### src/rtl/mem_access_stage.sv
// Pipeline MEM stage: registers one op per cycle, aligns/extends loads, and runs sub-word stores as read-modify-write.
// Optional feature: define MEM_STAGE_CHECK_EN to enable misalignment/range fault detection.
module mem_access_stage #(
  parameter int ADDR_WORDS = 32
) (
  input  logic        clk,
  input  logic        rst_n,
  input  logic        in_valid,
  output logic        in_ready,
  input  logic        op_load,
  input  logic        op_store,
  input  logic [1:0]  op_size,
  input  logic        op_signed,
  input  logic [31:0] addr,
  input  logic [31:0] store_data,
  input  logic [4:0]  rd_in,
  input  logic        reg_write_in,
  output logic        wb_valid,
  output logic [31:0] wb_data,
  output logic [4:0]  wb_rd,
  output logic        wb_reg_write,
  output logic        fault,
  output logic [31:0] mem_read_addr,
  output logic [31:0] mem_write_addr,
  output logic [31:0] mem_write_data,
  output logic        mem_read_enable,
  output logic        mem_write_enable,
  input  logic [31:0] mem_read_data
);

  localparam logic [31:0] ADDR_WORDS_W = 32'(ADDR_WORDS);

  typedef enum logic {S_RUN, S_RMW} state_e;

  state_e      state_q, state_d;
  logic        s_valid_q, s_valid_d;
  logic        op_load_q, op_load_d;
  logic        op_store_q, op_store_d;
  logic [1:0]  op_size_q, op_size_d;
  logic        op_signed_q, op_signed_d;
  logic [31:0] addr_q, addr_d;
  logic [31:0] store_data_q, store_data_d;
  logic [4:0]  rd_q, rd_d;
  logic        reg_write_q, reg_write_d;
  logic [31:0] merge_q, merge_d;
  logic        wb_valid_q, wb_valid_d;
  logic [31:0] wb_data_q, wb_data_d;
  logic [4:0]  wb_rd_q, wb_rd_d;
  logic        wb_reg_write_q, wb_reg_write_d;
  logic        fault_q, fault_d;

  logic        is_byte, is_half;
  logic [31:0] word_idx;
  logic        access_fault;
  logic        stall;
  logic [7:0]  byte_sel;
  logic [15:0] half_sel;
  logic [31:0] load_data;
  logic [31:0] merged;

  assign is_byte = (op_size_q == 2'b00);
  assign is_half = (op_size_q == 2'b01);

`ifdef MEM_STAGE_CHECK_EN
  assign word_idx     = {2'b00, addr_q[31:2]};
  assign access_fault = (op_load_q | op_store_q) &
                        ((is_half & addr_q[0]) |
                         (op_size_q[1] & (addr_q[1:0] != 2'b00)) |
                         (word_idx >= ADDR_WORDS_W));
`else
  // Without checking, out-of-range indices wrap instead of faulting.
  assign word_idx     = {2'b00, addr_q[31:2]} % ADDR_WORDS_W;
  assign access_fault = 1'b0;
`endif

  // Lane selection for loads and lane replacement for the RMW merge.
  always_comb begin
    // NOTE: every combinational output gets a default first so no path leaves it unassigned and infers a latch.
    byte_sel = 8'h00;
    merged   = mem_read_data;
    case (addr_q[1:0])
      2'd0: byte_sel = mem_read_data[7:0];
      2'd1: byte_sel = mem_read_data[15:8];
      2'd2: byte_sel = mem_read_data[23:16];
      2'd3: byte_sel = mem_read_data[31:24];
      default: byte_sel = 8'h00;
    endcase
    half_sel = addr_q[1] ? mem_read_data[31:16] : mem_read_data[15:0];

    if (is_byte)      load_data = {{24{op_signed_q & byte_sel[7]}}, byte_sel};
    else if (is_half) load_data = {{16{op_signed_q & half_sel[15]}}, half_sel};
    else              load_data = mem_read_data;

    if (is_byte) begin
      case (addr_q[1:0])
        2'd0: merged[7:0]   = store_data_q[7:0];
        2'd1: merged[15:8]  = store_data_q[7:0];
        2'd2: merged[23:16] = store_data_q[7:0];
        2'd3: merged[31:24] = store_data_q[7:0];
        default: merged     = mem_read_data;
      endcase
    end else if (addr_q[1]) begin
      merged[31:16] = store_data_q[15:0];
    end else begin
      merged[15:0]  = store_data_q[15:0];
    end
  end

  // Next-state, memory control and WB result.
  always_comb begin
    state_d          = state_q;
    merge_d          = merge_q;
    stall            = 1'b0;
    mem_read_enable  = 1'b0;
    mem_write_enable = 1'b0;
    mem_write_data   = 32'h0;
    wb_valid_d       = 1'b0;
    wb_data_d        = 32'h0;
    wb_rd_d          = 5'd0;
    wb_reg_write_d   = 1'b0;
    fault_d          = 1'b0;

    case (state_q)
      S_RUN: begin
        if (s_valid_q) begin
          wb_rd_d = rd_q;
          if (access_fault) begin
            wb_valid_d = 1'b1;
            fault_d    = 1'b1;
          end else if (op_load_q) begin
            mem_read_enable = 1'b1;
            wb_valid_d      = 1'b1;
            wb_data_d       = load_data;
            wb_reg_write_d  = reg_write_q;
          end else if (op_store_q && op_size_q[1]) begin
            mem_write_enable = 1'b1;
            mem_write_data   = store_data_q;
            wb_valid_d       = 1'b1;
          end else if (op_store_q) begin
            // First half of RMW: capture the merged word, finish next cycle.
            mem_read_enable = 1'b1;
            merge_d         = merged;
            stall           = 1'b1;
            state_d         = S_RMW;
            wb_rd_d         = 5'd0;
          end else begin
            wb_valid_d     = 1'b1;
            wb_data_d      = addr_q;
            wb_reg_write_d = reg_write_q;
          end
        end
      end
      S_RMW: begin
        mem_write_enable = 1'b1;
        mem_write_data   = merge_q;
        wb_valid_d       = 1'b1;
        wb_rd_d          = rd_q;
        state_d          = S_RUN;
      end
      default: state_d = S_RUN;
    endcase
  end

  // Stage register capture; fields hold when nothing is accepted.
  always_comb begin
    s_valid_d    = 1'b0;
    op_load_d    = op_load_q;
    op_store_d   = op_store_q;
    op_size_d    = op_size_q;
    op_signed_d  = op_signed_q;
    addr_d       = addr_q;
    store_data_d = store_data_q;
    rd_d         = rd_q;
    reg_write_d  = reg_write_q;
    if (in_valid && !stall) begin
      s_valid_d    = 1'b1;
      op_load_d    = op_load;
      op_store_d   = op_store;
      op_size_d    = op_size;
      op_signed_d  = op_signed;
      addr_d       = addr;
      store_data_d = store_data;
      rd_d         = rd_in;
      reg_write_d  = reg_write_in;
    end else if (state_d == S_RMW) begin
      s_valid_d = s_valid_q;
    end
  end

  always_ff @(posedge clk or negedge rst_n) begin
    if (!rst_n) begin
      state_q        <= S_RUN;
      s_valid_q      <= 1'b0;
      op_load_q      <= 1'b0;
      op_store_q     <= 1'b0;
      op_size_q      <= 2'b00;
      op_signed_q    <= 1'b0;
      addr_q         <= 32'h0;
      store_data_q   <= 32'h0;
      rd_q           <= 5'd0;
      reg_write_q    <= 1'b0;
      // NOTE: merge_q is a data register, but it is reset so that a reset mid-RMW leaves no stale merged word behind.
      merge_q        <= 32'h0;
      wb_valid_q     <= 1'b0;
      wb_data_q      <= 32'h0;
      wb_rd_q        <= 5'd0;
      wb_reg_write_q <= 1'b0;
      fault_q        <= 1'b0;
    end else begin
      // NOTE: non-blocking assignments so every flop samples pre-edge values regardless of statement order.
      state_q        <= state_d;
      s_valid_q      <= s_valid_d;
      op_load_q      <= op_load_d;
      op_store_q     <= op_store_d;
      op_size_q      <= op_size_d;
      op_signed_q    <= op_signed_d;
      addr_q         <= addr_d;
      store_data_q   <= store_data_d;
      rd_q           <= rd_d;
      reg_write_q    <= reg_write_d;
      merge_q        <= merge_d;
      wb_valid_q     <= wb_valid_d;
      wb_data_q      <= wb_data_d;
      wb_rd_q        <= wb_rd_d;
      wb_reg_write_q <= wb_reg_write_d;
      fault_q        <= fault_d;
    end
  end

  assign in_ready       = rst_n & ~stall;
  assign mem_read_addr  = word_idx;
  assign mem_write_addr = word_idx;
  assign wb_valid       = wb_valid_q;
  assign wb_data        = wb_data_q;
  assign wb_rd          = wb_rd_q;
  assign wb_reg_write   = wb_reg_write_q;
  assign fault          = fault_q;

endmodule

### config.mk
export PLATFORM = sky130hd
export DESIGN_NAME = mem_access_stage
export DESIGN_NICKNAME = d
export VERILOG_FILES = /design/src/rtl/mem_access_stage.sv
export SDC_FILE = /design/constraint.sdc
export NUM_CORES = 1
export LEC_CHECK = 0
export CORE_MARGIN = 2
export CORE_UTILIZATION = 46
export DETAILED_ROUTE_END_ITERATION = 7
export GPL_ROUTABILITY_DRIVEN = 0
export HOLD_SLACK_MARGIN = 0.12
export PLACE_DENSITY = 0.83
export SETUP_SLACK_MARGIN = 0.4
export SYNTH_ARGS = -nofsm -noshare
export SYNTH_HDL_FRONTEND = slang
export SYNTH_SLANG_ARGS = --single-unit
### constraint.sdc
create_clock -name clk -period 2.3 [get_ports clk]
set_clock_uncertainty 0.1 [all_clocks]
set_input_delay 0.46 -clock clk [delete_from_list [all_inputs] [get_ports clk]]
set_output_delay 0.46 -clock clk [all_outputs]
set_load 0.02 [all_outputs]
==> summary.txt <==
Number of flops mapped to enable cells by yosys - 0
Die Span X - 131 um
Synth async-reset ratio - 1.00
Synthesis Warnings - 0
Worst slew pin tran - 811 ps
Net Sw Frac - 0.344
Num rows - 46
Fin cells - 1111
Critical path arrival - 1730 ps
Clock Latency Late Sink - 430 ps
Largest area contributor in the netlist - dfrtp_1
H-tree depth - 4
Final Cell Area - 11200 sq um
Multi-input logic area - 3840 sq um
Dpl cells - 1050
CTS tree - yes
Cell Pwr Density - 831 nW/um^2
Hold WS - 57.0 ps
Die height - 131 um
Sequential fraction of the synthesis area - 0.496
Worst setup EP type - primary output
CTS Buf Count - 17
Gr usage total - 0.257
CP Buf/Inv Count - 3
Total die area - 17300 sq um
# IOs - 249
Cell-internal power - 6.11 mW
CP most frequent cell - buf_6
Clock sinks - 148
Count leader, synth - dfrtp_1
Vias in the first global route - 6053
Synth top area share - 0.496
Worst Path Max Fanout - 10
Root Buffer Master - clkbuf_16
Critical path depth in cells - 5
Crit start category - flop
DRT antenna net count - 0
Post-Route Utilization - 0.706
DRT Pass-1 Iters - 5
Post-DP HPWL - 15300 um
Drc violations - 0
Status - complete, no violations
Final wirelength - 24700 um
CTS Hold Bufs - 0
Max Fclk - 436 MHz
RSZ-0062 raised after global routing - yes
First-pass GRT wire length - 33900 um
Max Cap Viol - 0
Mapped Cells - 652
Initial antenna violation count - 1
I/O Buffers - 193
Count of cell types in the netlist - 48
DP Worst Slack - -16.5 ps
Initial Utilization - 0.470
Crit path max-delay family - buffers and inverters
DP Area - 9560 sq um
Power, Total - 9.32 mW
Comb pwr share - 0.334
Register area - 3710 sq um
Nets - 991
Psw - 3.21 mW
Max Slew Vio Count - 0
Reg2reg path depth - 8
Setup TNS - 0 ps
Clock Path Buffers - 2
# setup viols final - 0
Fillers - 1137
Part of the power in registers - 0.390
Layout cells sized above 1 - 0.322
Most common library cells after synthesis - 148 x dfrtp_1, 73 x buf_4, 56 x mux2i_1, 41 x mux2_2, 41 x o21ai_0
Fin crit share - 0.997
Cell area after synthesis - 7460 sq um
Slowest cell on crit path - dfrtp_2
Area Growth Syn to Fin - 50.3%
Max incr delay on CP - 410 ps
Worst hold path class - input port to async pin
Drt wl/cell - 22.2 um
Synth Register Bits - 148
Synthesized area per cell - 11.4 sq um
Worst EP required - 1740 ps
Largest net degree at the start of global routing - 149
Final Hold Violating Endpoints - 0
Total gr overflow - 0
DR iter-0 viols - 495
Via count - 6149
Post-DR vias/cell - 5.53
Largest cells by area after synthesis - dfrtp_1 50%, mux2i_1 7.5%, buf_4 7.3%
Core area - 15900 sq um
Clk slew on worst S/H paths - 60 ps
Main flop type after synthesis - dfrtp_1
Clk pwr share - 0.276
Slew Limit Headroom - 0.460
Critical path type - flop to primary output
Tmin final - 2290 ps
CP cell instances - buf_6 > buf_12 > mux2i_1 > nor2_4 > buf_6
LEAKAGE - 5.19 nW
VDD IR max - 592 uV
Setup WS post-layout - 7.17 ps
[logic make-up (layout without fill, tap and decap cells)]
group,count (synthesis),after routing,share of synthesized area
other,1,56,0.000503
flip-flops,148,148,0.496
multiplexers,133,133,0.191
buffers and inverters,119,306,0.102
AO/OA/AOI/OAI,135,135,0.132
AND/OR/NAND/NOR,116,117,0.0778
[worst register-to-register path: cells and delay by family (launching register included)]
family                 cells  cell delay [ps]
multiplexers               1              310
flip-flops                 1              440
buffers and inverters      4              670
AND/OR/NAND/NOR            3              390
[path summary, 6_finish.rpt]
check / startpoint / to / slack (ps)
worst max-delay path: state_q / mem_write_data[12] / 7
max in group asynchronous: rst_n / addr_q[1] / 1360
min in group clk: merge_q[3] / merge_q[3] / 390
worst max register to register: state_q / addr_q[18] / 290
worst min-delay path: rst_n / store_data_q[16] / 60
worst min register to register: merge_q[3] / merge_q[3] / 390
[routing by layer]
metal,vias to the layer above,GRT usage,part of all wire
li1,2679,-,-
met1,3068,0.322,0.39
met2,337,0.414,0.49
met3,65,0.0860,0.086
met4,0,0.0978,0.032
met5,-,0,0
[cells in the final DEF, fill, tap and decap left out, types with 10 or more instances in the layout]
| master | instances |
|---|---|
| dfrtp_1 | 143 |
| clkdlybuf4s50_1 | 108 |
| mux2_4 | 72 |
| conb_1 | 55 |
| dlygate4sd2_1 | 49 |
| mux2i_1 | 46 |
| buf_6 | 39 |
| buf_4 | 39 |
| o21ai_0 | 38 |
| nand2_1 | 35 |
| clkbuf_16 | 24 |
| o2bb2ai_1 | 21 |
| nor2_4 | 20 |
| a221o_1 | 16 |
| nor2_2 | 15 |
| inv_1 | 12 |
| a21oi_1 | 10 |
| o21ai_1 | 10 |
[registers in the layout, indices dropped and copies added, names as in the netlist, 2 cells and up]
name and flops:
wb_rd 5, store_data_q 32, rd_q 5, op_size_q 2
wb_data 32, merge_q 32, addr_q 32
[timing repair]
item | in CTS | in global routing
gates cloned | 5 | 9
pin swaps | 4 | 19
gates resized for setup | 282 | 162
setup buffers | 11 | 3
setup endpoints to repair | 132 | 164
[final cells by class]
| type | instances | area share |
|---|---|---|
| Clock inverter | 13 | 0.00926 |
| Inverter | 15 | 0.00524 |
| Tap cell | 216 | 0.0241 |
| Antenna cell | 1 | 0.000223 |
| Sequential cell | 148 | 0.331 |
| Timing Repair Buffer | 259 | 0.248 |
| Clock buffer | 19 | 0.0395 |
| Multi-Input combinational cell | 440 | 0.343 |
[power groups by stage]
stage / sequential [mW] / combinational (mW) / clock, mW
global placement: 3.60 / 2.47 / 0
CTS: 3.57 / 2.62 / 2.60
floorplan: 3.61 / 1.47 / 0
detailed placement: 3.62 / 2.52 / 0
finish: 3.64 / 3.12 / 2.57
global route: 3.70 / 3.30 / 2.73
(Power assumes the default switching activity.)
